--- src/rtl/move_sequencer.sv ---
// move_sequencer: issues the 4-bit moves of a packed word one at a time over valid/ready, settling after each turn.
// Optional MOVE_SEQ_COUNT_EN adds the move_total handshake counter.
module move_sequencer #(
    parameter int SLOTS         = 50,
    parameter int SETTLE_CYCLES = 1000,
    parameter int CNT_W         = 20
) (
    input  logic               clock,
    input  logic               reset,
    input  logic [4*SLOTS-1:0] moves,
    input  logic               new_moves,
    input  logic               move_ready,
    output logic [3:0]         move_code,
    output logic               move_valid,
    output logic               busy,
    output logic               seq_done,
    output logic               pending_full,
    output logic               overflow,
    output logic               bad_move
`ifdef MOVE_SEQ_COUNT_EN
    ,
    output logic [15:0]        move_total
`endif
);
    localparam int IDX_W = SLOTS > 1 ? $clog2(SLOTS) : 1;

    typedef enum logic [2:0] {IDLE, SCAN, ISSUE, SETTLE, DONE} state_t;

    state_t             r_state, w_state_nxt;
    logic [4*SLOTS-1:0] r_a, r_p;
    logic               r_p_full;
    logic [IDX_W-1:0]   r_idx;
    logic [CNT_W-1:0]   r_cnt;
    logic [3:0]         r_code;
    logic               r_valid, r_ovf, r_bad;
    logic [3:0]         w_slot;
    logic               w_slot_ok, w_slot_bad, w_fire, w_shift, w_settled;
    logic               w_load_a, w_load_p, w_from_p, w_drop, w_running;

    // The active word shifts left as slots are consumed, so the slot under examination is always the top nibble.
    assign w_slot     = r_a[4*SLOTS-1 -: 4];
    assign w_slot_ok  = (w_slot >= 4'd2) && (w_slot <= 4'd13);
    assign w_slot_bad = (w_slot == 4'd1) || (w_slot >= 4'd14);
    assign w_fire     = (r_state == ISSUE) && r_valid && move_ready;
    assign w_settled  = (r_state == SETTLE) && (r_cnt == '0);
    assign w_shift    = ((r_state == SCAN) && !w_slot_ok) || w_settled;
    assign w_running  = (r_state == SCAN) || (r_state == ISSUE) || (r_state == SETTLE);

    always_ff @(posedge clock) begin
        if (reset)
            r_state <= IDLE;
        else
            r_state <= w_state_nxt;
    end

    always_comb begin
        w_state_nxt = r_state;
        w_load_a    = 1'b0;
        w_from_p    = 1'b0;
        w_load_p    = new_moves && w_running && !r_p_full;
        w_drop      = new_moves && w_running && r_p_full;
        case (r_state)
            IDLE: begin
                w_load_a    = new_moves;
                w_state_nxt = new_moves ? SCAN : IDLE;
            end
            SCAN:   w_state_nxt = w_slot_ok ? ISSUE : (r_idx == '0 ? DONE : SCAN);
            ISSUE:  w_state_nxt = w_fire ? SETTLE : ISSUE;
            SETTLE: w_state_nxt = (r_cnt != '0) ? SETTLE : (r_idx == '0 ? DONE : SCAN);
            DONE: begin
                // A strobe landing here refills P after the transfer, or starts A directly when P was empty.
                w_from_p    = r_p_full;
                w_load_p    = r_p_full && new_moves;
                w_load_a    = !r_p_full && new_moves;
                w_state_nxt = (r_p_full || new_moves) ? SCAN : IDLE;
            end
            default: w_state_nxt = IDLE;
        endcase
    end

    always_ff @(posedge clock) begin
        if (reset) begin
            r_a      <= '0;
            r_p      <= '0;
            r_p_full <= 1'b0;
            r_idx    <= '0;
            r_cnt    <= '0;
            r_code   <= '0;
            r_valid  <= 1'b0;
            r_ovf    <= 1'b0;
            r_bad    <= 1'b0;
        end else begin
            if (w_load_a)
                r_a <= moves;
            else if (w_from_p)
                r_a <= r_p;
            else if (w_shift)
                r_a <= r_a << 4;
            if (w_load_a || w_from_p)
                r_idx <= IDX_W'(SLOTS - 1);
            else if (w_shift)
                r_idx <= r_idx - 1'b1;
            if (w_load_p) begin
                r_p      <= moves;
                r_p_full <= 1'b1;
            end else if (w_from_p) begin
                r_p      <= '0;
                r_p_full <= 1'b0;
            end
            if ((r_state == SCAN) && w_slot_ok) begin
                r_code  <= w_slot;
                r_valid <= 1'b1;
            end else if (w_fire) begin
                r_valid <= 1'b0;
            end
            if (w_fire)
                r_cnt <= CNT_W'(SETTLE_CYCLES - 1);
            else if ((r_state == SETTLE) && (r_cnt != '0))
                r_cnt <= r_cnt - 1'b1;
            r_ovf <= r_ovf | w_drop;
            r_bad <= r_bad | ((r_state == SCAN) && w_slot_bad);
        end
    end

`ifdef MOVE_SEQ_COUNT_EN
    logic [15:0] r_total;

    always_ff @(posedge clock) begin
        if (reset)
            r_total <= '0;
        else if (w_fire)
            r_total <= r_total + 16'd1;
    end

    assign move_total = r_total;
`endif

    assign move_code    = r_code;
    assign move_valid   = r_valid;
    assign busy         = (r_state != IDLE);
    assign seq_done     = (r_state == DONE);
    assign pending_full = r_p_full;
    assign overflow     = r_ovf;
    assign bad_move     = r_bad;
endmodule
--- config.mk ---
export PLATFORM = sky130hd
export DESIGN_NAME = move_sequencer
export DESIGN_NICKNAME = d
export VERILOG_FILES = /design/src/rtl/move_sequencer.sv
export SDC_FILE = /design/constraint.sdc
export NUM_CORES = 1
export LEC_CHECK = 0
export CAP_MARGIN = 20
export CORE_AREA = 2 2 191 240
export DETAILED_ROUTE_END_ITERATION = 8
export DIE_AREA = 0 0 193 242
export MAX_ROUTING_LAYER = met4
export PLACE_DENSITY_LB_ADDON = 0.3
export SYNTH_ARGS = -nofsm -noshare
export SYNTH_HDL_FRONTEND = slang
export SYNTH_SLANG_ARGS = --single-unit
--- constraint.sdc ---
create_clock -name clock -period 4.6 [get_ports clock]
set_input_delay 0.69 -clock clock [delete_from_list [all_inputs] [get_ports clock]]
set_output_delay 0.69 -clock clock [all_outputs]
set_load 0.005 [all_outputs]
### After elaboration in Yosys (flattened, before gate mapping)

Index checks and enable logic that the tools add are counted.
W data, S select, Z words.

| operators by class | value |
|---|---|
| $add $sub $neg | 2 |
| $lt $le $gt $ge | 3 |
| equality and inequality tests | 5 |
| mux-type cells | 23 |
| bitwise gates (word level) | 2 |
| reductions and logical operators | 33 |

Operator list:

| operator | count |
|---|---|
| $mux W200 | 5 |
| $logic_not A20 Y1 | 1 |
| $mux W10 | 2 |
| $reduce_bool A20 Y1 | 1 |
| $sub A20 B1 Y20 const B | 1 |
| $pmux W3 S5 | 1 |
| $logic_and A1 B1 Y1 | 13 |
| $mux W6 | 2 |
| $mux W1 | 9 |
| $mux W3 | 3 |
| $reduce_bool A2 Y1 | 4 |
| $eq A3 B2 Y1 const B | 2 |
| $logic_not A6 Y1 | 1 |
| $logic_or A1 B1 Y1 | 6 |
| $reduce_bool A3 Y1 | 2 |
| $sub A6 B1 Y6 const B | 1 |
| $eq A4 B1 Y1 const B | 1 |
| $ge A4 B2 Y1 const B | 1 |
| $ge A4 B4 Y1 const B | 1 |
| $le A4 B4 Y1 const B | 1 |
| $reduce_or A2 Y1 | 2 |
| $eq A3 B1 Y1 const B | 1 |
| $eq A3 B3 Y1 const B | 1 |
| $logic_not A3 Y1 | 1 |
| 3 further kinds | 5 |

| word-level totals | value |
|---|---|
| bits in registers | 437 |
| output and inout bits | 10 |

### Depth between registers and ports, before layout

| logic depth | value |
|---|---|
| depth after elaboration | 8 |
| mapped depth | 9 |

### Worst setup path before layout

OpenSTA, ideal clock, no wires.

| path | value |
|---|---|
| path kind | register -> register |
| start point | register r_cnt[0] |
| end point | register r_a[0] |
| library setup time | 0.128 ns |
| arrival | 2.018 ns |
| path slack | 2.454 ns |
| cell stages (with the launch flop) | 10 |
| clock period less this slack | 2.146 ns |
| cells stage by stage | dfxtp_1 -> inv_1 -> ha_1 -> nor4b_1 -> nand2_1 -> o311a_1 -> buf_2 -> buf_6 -> a222oi_1 -> nor2_1 |

| between the ends | value |
|---|---|
| longest elaborated chain between the ends | 4 |

Ends and longest elaborated chain:

| item | line | RTL |
|---|---|---|
| from (decl) | 33 | `logic [CNT_W-1:0] r_cnt;` |
| from (signal assigned) | 117 | `r_cnt <= CNT_W'(SETTLE_CYCLES - 1);` |
| from (signal assigned) | 119 | `r_cnt <= r_cnt - 1'b1;` |
| $logic_not A20 Y1 | 45 | `assign w_settled = (r_state == SETTLE) && (r_cnt == '0);` |
| $logic_and A1 B1 Y1 | 45 |  |
| $logic_or A1 B1 Y1 | 46 | `assign w_shift = ((r_state == SCAN) && !w_slot_ok) \|\| w_settled;` |
| $reduce_bool A3 Y1 (no source line) | -- |  |
| to (signal assigned) | 94 | `r_a <= moves;` |
| to (signal assigned) | 96 | `r_a <= r_p;` |
| to (signal assigned) | 98 | `r_a <= r_a << 4;` |
| to (decl) | 30 | `logic [4*SLOTS-1:0] r_a, r_p;` |

Every way passes these cells.
A chain may end at the register's enable or synchronous reset.

### Worst setup path after layout

| path | value |
|---|---|
| start point | register r_state[2] |
| end point | register r_a[192] |

| between the ends | value |
|---|---|
| longest elaborated chain between the ends | 4 |

Ends and longest elaborated chain:

| item | line | RTL |
|---|---|---|
| from (decl) | 29 | `state_t r_state, w_state_nxt;` |
| from (signal assigned) | 53 | `r_state <= w_state_nxt;` |
| $eq A3 B3 Y1 (tied with other cells) | 62 | `case (r_state)` |
| $mux W1 (tied with other cells) | 62 |  |
| $mux W200 / $logic_or A1 B1 Y1 (equally long branches) | 95, 46 |  |
| $mux W200 / $reduce_bool A3 Y1 (equally long branches) | -- |  |

Several ways; a longest one is shown, not always the timed one.

==> summary.md <==
| Metric | Value |
|---|---|
| Clock network fraction of total power | `36.0%` |
| Post-synth EDFFs | `0` |
| Async S/R FF share, synth | `0%` |
| Synth warn | `0` |
| Register area share after synthesis | `46.1%` |
| Worst EP required | `5.03 ns` |
| Fmax | `around 0.33 GHz` |
| Mean routed wirelength per cell | `17.6 µm` |
| H-tree depth | `2` |
| Largest net degree at the start of global routing | `157` |
| Number of buffers created by CTS | `45` |
| Layout Skew | `0.0276 ns` |
| Worst setup endpoint | `r_a[192]` |
| Antenna violations before repair | `14` |
| Hold Crit Class | `flop to flop` |
| CP Class | `flop to flop` |
| Layout cells sized above 1 | `under 10%` |
| Core Region | `0.0446 mm²` |
| Final nets | `2500` |
| R2R setup slack | `1.53 ns` |
| Seq pwr share | `~42%` |
| Detail Placement HPWL | `~29000 µm` |
| Global-route wire length before repair | `82800 µm` |
| Post-Syn Area | `0.0190 mm²` |
| Clk buf depth | `3` |
| P_int | `7.36 mW` |
| PD cells | `~460 mW/mm²` |
| Synth top area share | `46.1%` |
| # hold bufs at CTS | `0` |
| Slew headroom | `29.3%` |
| CP Launch Point | `r_state[2]` |
| Slew of the pin with the lowest slew margin | `1.06 ns` |
| Top cells by area, synth | `dfxtp_1 46%, mux2i_1 11%, o211ai_1 8.1%` |
| Final Slew Violations | `0` |
| Initial Util | `42.5%` |
| Detailed Route WL | `between 50000 and 60000 µm` |
| Critical R2R Capture | `r_a[192]` |
| Remaining antenna violation count | `0` |
| Status | `completed` |
| Port Buffers | `213` |
| Clock root buffer | `clkbuf_16` |
| Setup bufs post-CTS | `0` |
| Commonest non-fill, non-tap cell in the layout | `dfxtp_1` |
| LEAKAGE | `8.00 nW` |
| RSZ-0062 raised after global routing | `false` |
| Worst r2r src | `r_state[2]` |
| Period utilization | `66.7%` |
| DR vias | `between 15000 and 20000` |
| Switching Power | `around 3.2 mW` |
| Power Total | `10.5 mW` |
| CTS resizes | `0` |
| Post-layout minimum cycle time | `3.07 ns` |
| Sw frac | `30.2%` |
| Fillers | `4185` |
| GPL Wtd Cong | `0.773` |
| Critical Path Source Type | `flop` |
| Dpl ws | `roughly 1.2 ns` |
| Design area | `0.0230 mm²` |
| TritonCTS clock tree | `done` |
| Post-synth net total | `2426` |
| Crit path capture type | `flop` |
| Yosys top cell by area | `dfxtp_1` |
| DRT iter0 DRCs | `roughly 1100` |
| Max cap viols | `0` |
| Pre-Repair DR Iteration Count | `5` |
| CP arrival | `3.49 ns` |
| Boundary pin count | `214` |
| Final critical-path setup slack | `1.53 ns` |
| Global route overflow | `0` |
| FP Rows | `87` |
| Die ar. | `0.0467 mm²` |
| Final Util | `51.4%` |
| All-Layer GR Usage | `22.0%` |
| DR DRC count | `0` |
| Vias in the first global route | `16300` |
| R2R depth | `6` |
| Number of synthesized register bits | `437` |
| Vias per cell | `5.70` |
| Yosys cell types | `56` |
| Crit path max fanout | `106` |
| # setup viols final | `0` |
| Die Ht | `242 µm` |
| Clk sinks | `437` |
| Logic pwr share | `21.6%` |
| Synth-to-layout area growth | `20.9%` |
| Synthesized area per cell | `~8.6 µm²` |
| Setup TNS | `0 ns` |
| Final hold violations | `0` |
| Worst-path clk slew | `0.06 ns` |
| VDD IR max | `roughly 0.35 mV` |
| Cells after Synth | `about 2200` |
| Most frequent cells in the layout | `437 x dfxtp_1, 405 x nand2_1, 239 x nor2_1` |
| Ys flop type | `dfxtp_1` |
| Die Width | `193 µm` |
| Placed inst area | `about 0.021 mm²` |
| Worst-skew pair later-pin latency | `0.60 ns` |
-- worst min-delay path by stage --
stage	start	endpoint	slack, ns	cells past startpoint
2_1_floorplan	r_a[100]	r_a[100]	0.43	2
3_3_place_gp	r_a[87]	r_a[87]	0.44	2
3_5_place_dp	r_a[191]	r_a[191]	0.44	2
4_1_cts	r_a[131]	r_a[131]	0.45	2
5_1_grt	r_a[117]	r_a[117]	0.46	2
6_report	r_a[67]	r_a[67]	0.45	2
-- state kept, by name, summed over array words and instances (netlist names), 3 cells and up --
name / count
r_cnt: 20
r_a: 200
move_code: 4
r_p: 200
r_state: 3
r_idx: 6
-- logic make-up after synthesis --
| group | after synthesis | share of synthesized area, % |
|---|---|---|
| muxes | 202 | 10.7 |
| DFF | 437 | 46.1 |
| and+or+nand+nor | 706 | 15.0 |
| xor gates and xnor gates | 13 | 0.600 |
| buffers and inverters | 215 | 4.61 |
| adders and majority gates | 4 | 0.264 |
| AOI/OAI and AO/OA | 641 | 22.8 |
-- critical path: stages (launching register included) --
cell	delay (ns)
dfxtp_1	0.59
nor4bb_4	0.83
buf_12	0.66
mux2i_1	0.28
nand2_1	0.07
o211ai_1	0.25
a21oi_1	0.13
-- cells in the mapped netlist, types with 2 or more instances --
cell	count
a211oi_1	2
o21ai_0	6
dfxtp_1	437
nand3_1	2
nand2_1	405
a31oi_1	2
a222oi_1	4
a311oi_1	2
ha_1	4
buf_2	43
mux2i_1	201
nand4b_1	2
buf_1	16
a221oi_1	3
and4_1	3
nor4b_1	3
or4_1	4
nor3_1	15
or3_1	6
and3_1	3
a21oi_1	207
xnor2_1	2
nor2_1	239
nand2b_1	3
nand4_1	6
nor4bb_1	2
nand3b_1	3
inv_1	7
o211ai_1	204
a22oi_1	200
buf_4	2
clkbuf_1	146
xor2_1	11
-- power by group through the flow --
stage	clock (mW)	combinational [mW]	sequential [mW]
after floorplan	0	1.62	4.48
after global placement	0	2.25	4.53
after detailed placement	0	2.29	4.55
after CTS	3.90	2.30	4.47
after global routing	4.05	2.55	4.52
final	3.80	2.28	4.47
-- layer usage --
metal	routed length, µm	global-route usage, %
met5	0	-
met4	965	6.60
met3	4020	5.88
met2	24200	36.0
met1	22300	26.4
-- cell type report --
cell class / count / area, µm² / share of cell area, %
flip-flops and latches: 437 / 8750 / 38.1
diodes: 16 / 40.0 / 0.174
well taps: 578 / 723 / 3.15
multi-input cells: 1566 / 9420 / 41.0
clock inverters: 19 / 251 / 1.10
repair buffers: 235 / 2480 / 10.8
inverters: 7 / 26.3 / 0.114
clock buffers: 62 / 1270 / 5.53
-- stage by stage --
stage | hold WS (ns) | cells
after global routing | 0.463 | 2918
after CTS | 0.451 | 2904
after global placement | 0.437 | 2823
after detailed placement | 0.443 | 2823
final | 0.449 | 2920
after floorplan | 0.431 | 2218
(Power assumes the default switching activity.)
==> RTL change: new RTL, config.mk and constraints unchanged <==
Add a define of `MOVE_SEQ_COUNT_EN`.
--- a/src/rtl/move_sequencer.sv
+++ b/src/rtl/move_sequencer.sv
@@ -1,5 +1,7 @@
 // move_sequencer: issues the 4-bit moves of a packed word one at a time over valid/ready, settling after each turn.
 // Optional MOVE_SEQ_COUNT_EN adds the move_total handshake counter.
+`define MOVE_SEQ_COUNT_EN
+
 module move_sequencer #(
     parameter int SLOTS         = 50,
     parameter int SETTLE_CYCLES = 1000,
Formal check against the unedited RTL (old outputs only; new: move_total): no difference found for any inputs over 4 cycles, from zero or initial values and one cycle with reset high; that may be too few to reach the edited logic, so the function may still have changed.
==> RTL change against the unedited design <==
Sequential share of layout area shrank 0.086 points; largest cell class unchanged; die area is the same; power grew 2.5%; area after synthesis grew 3.4%; sequential power grew 4%; final area grew 3.9%; clock skew grew 4.6 ps; critical endpoint is now r_a[194]; sequential cell count grew 16; fmax shrank 0.47%; critical path depth grew 1; via count grew 3.4%; worst setup slack lost 14 ps; routed wire length grew 3.0%.
==> RTL change: results (changes against the unedited design) <==
metric	value	unit	change
grt_pass1_wl	84800	um	+2.4%
syn_nets	2502		+3.1%
ff2ff_path_depth	7		+1
peakVddDrop	0.355	mV	+1.6%
outcome	finished, final reports clean		
reg.largest.list	r_a (200), r_p (200), r_cnt (20)		
skew	32.3	ps	+4.65 ps
first_global_vias	16600		+2.0%
cts_made_buffers	47		+4.4%
synth_adder_area_share	0.255	%	-0.0087 points
synth_area_leaders	dfxtp_1 46%, mux2i_1 10%, o211ai_1 7.7%		
vias_per_cell	5.71		+0.29%
tightest_slew	1050	ps	-14.0 ps
synth_seq_area_share	46.2	%	+0.12 points
synth.area.mux_share	10.3	%	-0.40 points
antenna_found_initial	13		-1
switchingPower	0.00322	W	+0.97%
clk_latency	590	ps	
path_max_fanout	96		-9.4%
firstDrtPassIters	7		+2
gp_congestion	0.774		+0.10%
synth_cell_types	53		-5.4%
synth_common_cells	453 x dfxtp_1, 400 x nand2_1, 249 x nor2_1		
io_buffers	229		+7.5%
cpPeakStageDelay	660	ps	-170 ps
met3_usage	4.85	%	-1.0 points
clock_path_buffers	3		unchanged
dpl.hpwl	31100	um	+6.5%
synth_compound_area_share	22.0	%	-0.78 points
drt_iter0_markers	1360		+26%
grt_max_degree	214		+36%
grtUsageMet1	27.4	%	+0.92 points
synth_xor_area_share	1.34	%	+0.74 points
drt-total-wl	53000	um	+3.0%
grt_use_met2	36.9	%	+0.92 points
leakage	8.26	nW	+3.3%
cts_resized	0		unchanged
min-delay-start	r_a[113]		
drive_gt1_share	4.63	%	-0.013 points
fin_nets	2591		+3.6%
hold_path_depth	2		unchanged
path_delay_family	buffers and inverters		
cp.arrival	3520	ps	+30 ps
cp_slowest_cell	buf_4		
grt_usage	22.6	%	+0.59 points
nFillCells	4106		-1.9%
-- RTL change: routing by layer --
metal,share of wire (%),routed length [um]
met1,43,22600
met2,48,25600
met3,6.6,3490
met4,2.5,1320
met5,0,0
-- RTL change: tightest hold or removal path: stages, from the launching register on --
cell and delay [ps]:
dfxtp_1 300, nand2_1 50, a21oi_1 50
-- RTL change: kinds of logic (layout without fill, tap and decap cells) --
logic type | Yosys count | in the layout
AND/OR/NAND/NOR | 732 | 732
AO/OA/AOI/OAI | 647 | 647
flip-flops | 453 | 453
buffers and inverters | 227 | 352
multiplexers | 201 | 201
XOR/XNOR | 30 | 30
adder cells (fa/ha/maj) | 4 | 4
other | 0 | 13
-- RTL change: worst paths after layout --
| path | slack (ps) | endpoint |
|---|---|---|
| worst min register to register | 450 | r_a[113] |
| worst max-delay path | 1520 | r_a[194] |
| worst min-delay path | 450 | r_a[113] |
| worst max register to register | 1520 | r_a[194] |
-- RTL change: power groups by stage --
stage               Clock [W]  Sequential, W  Combinational (W)
detailed placement          0        0.00471            0.00231
floorplan                   0        0.00462            0.00161
CTS                   0.00396        0.00463            0.00232
finish                0.00388        0.00463            0.00231
global route          0.00412        0.00468            0.00259
global placement            0        0.00470            0.00225
-- RTL change: cell type report --
class,count,share of cell area (%)
Timing Repair Buffer,255,11.3
Tap cell,578,3.03
Clock buffer,71,5.73
Antenna cell,13,0.136
Sequential cell,453,38.0
Multi-Input combinational cell,1614,40.8
Inverter,12,0.189
Clock inverter,14,0.802
-- RTL change: through the flow --
step           worst slack (ps)  hold WS [ps]  area, sq um  instances
4_1_cts                    1440           451        23800       2997
5_1_grt                    1300           464        23900       3010
2_1_floorplan              2300           431        19600       2294
3_5_place_dp               1210           443        22300       2912
3_3_place_gp               1240           438        22300       2912
6_report                   1520           449        23900       3010
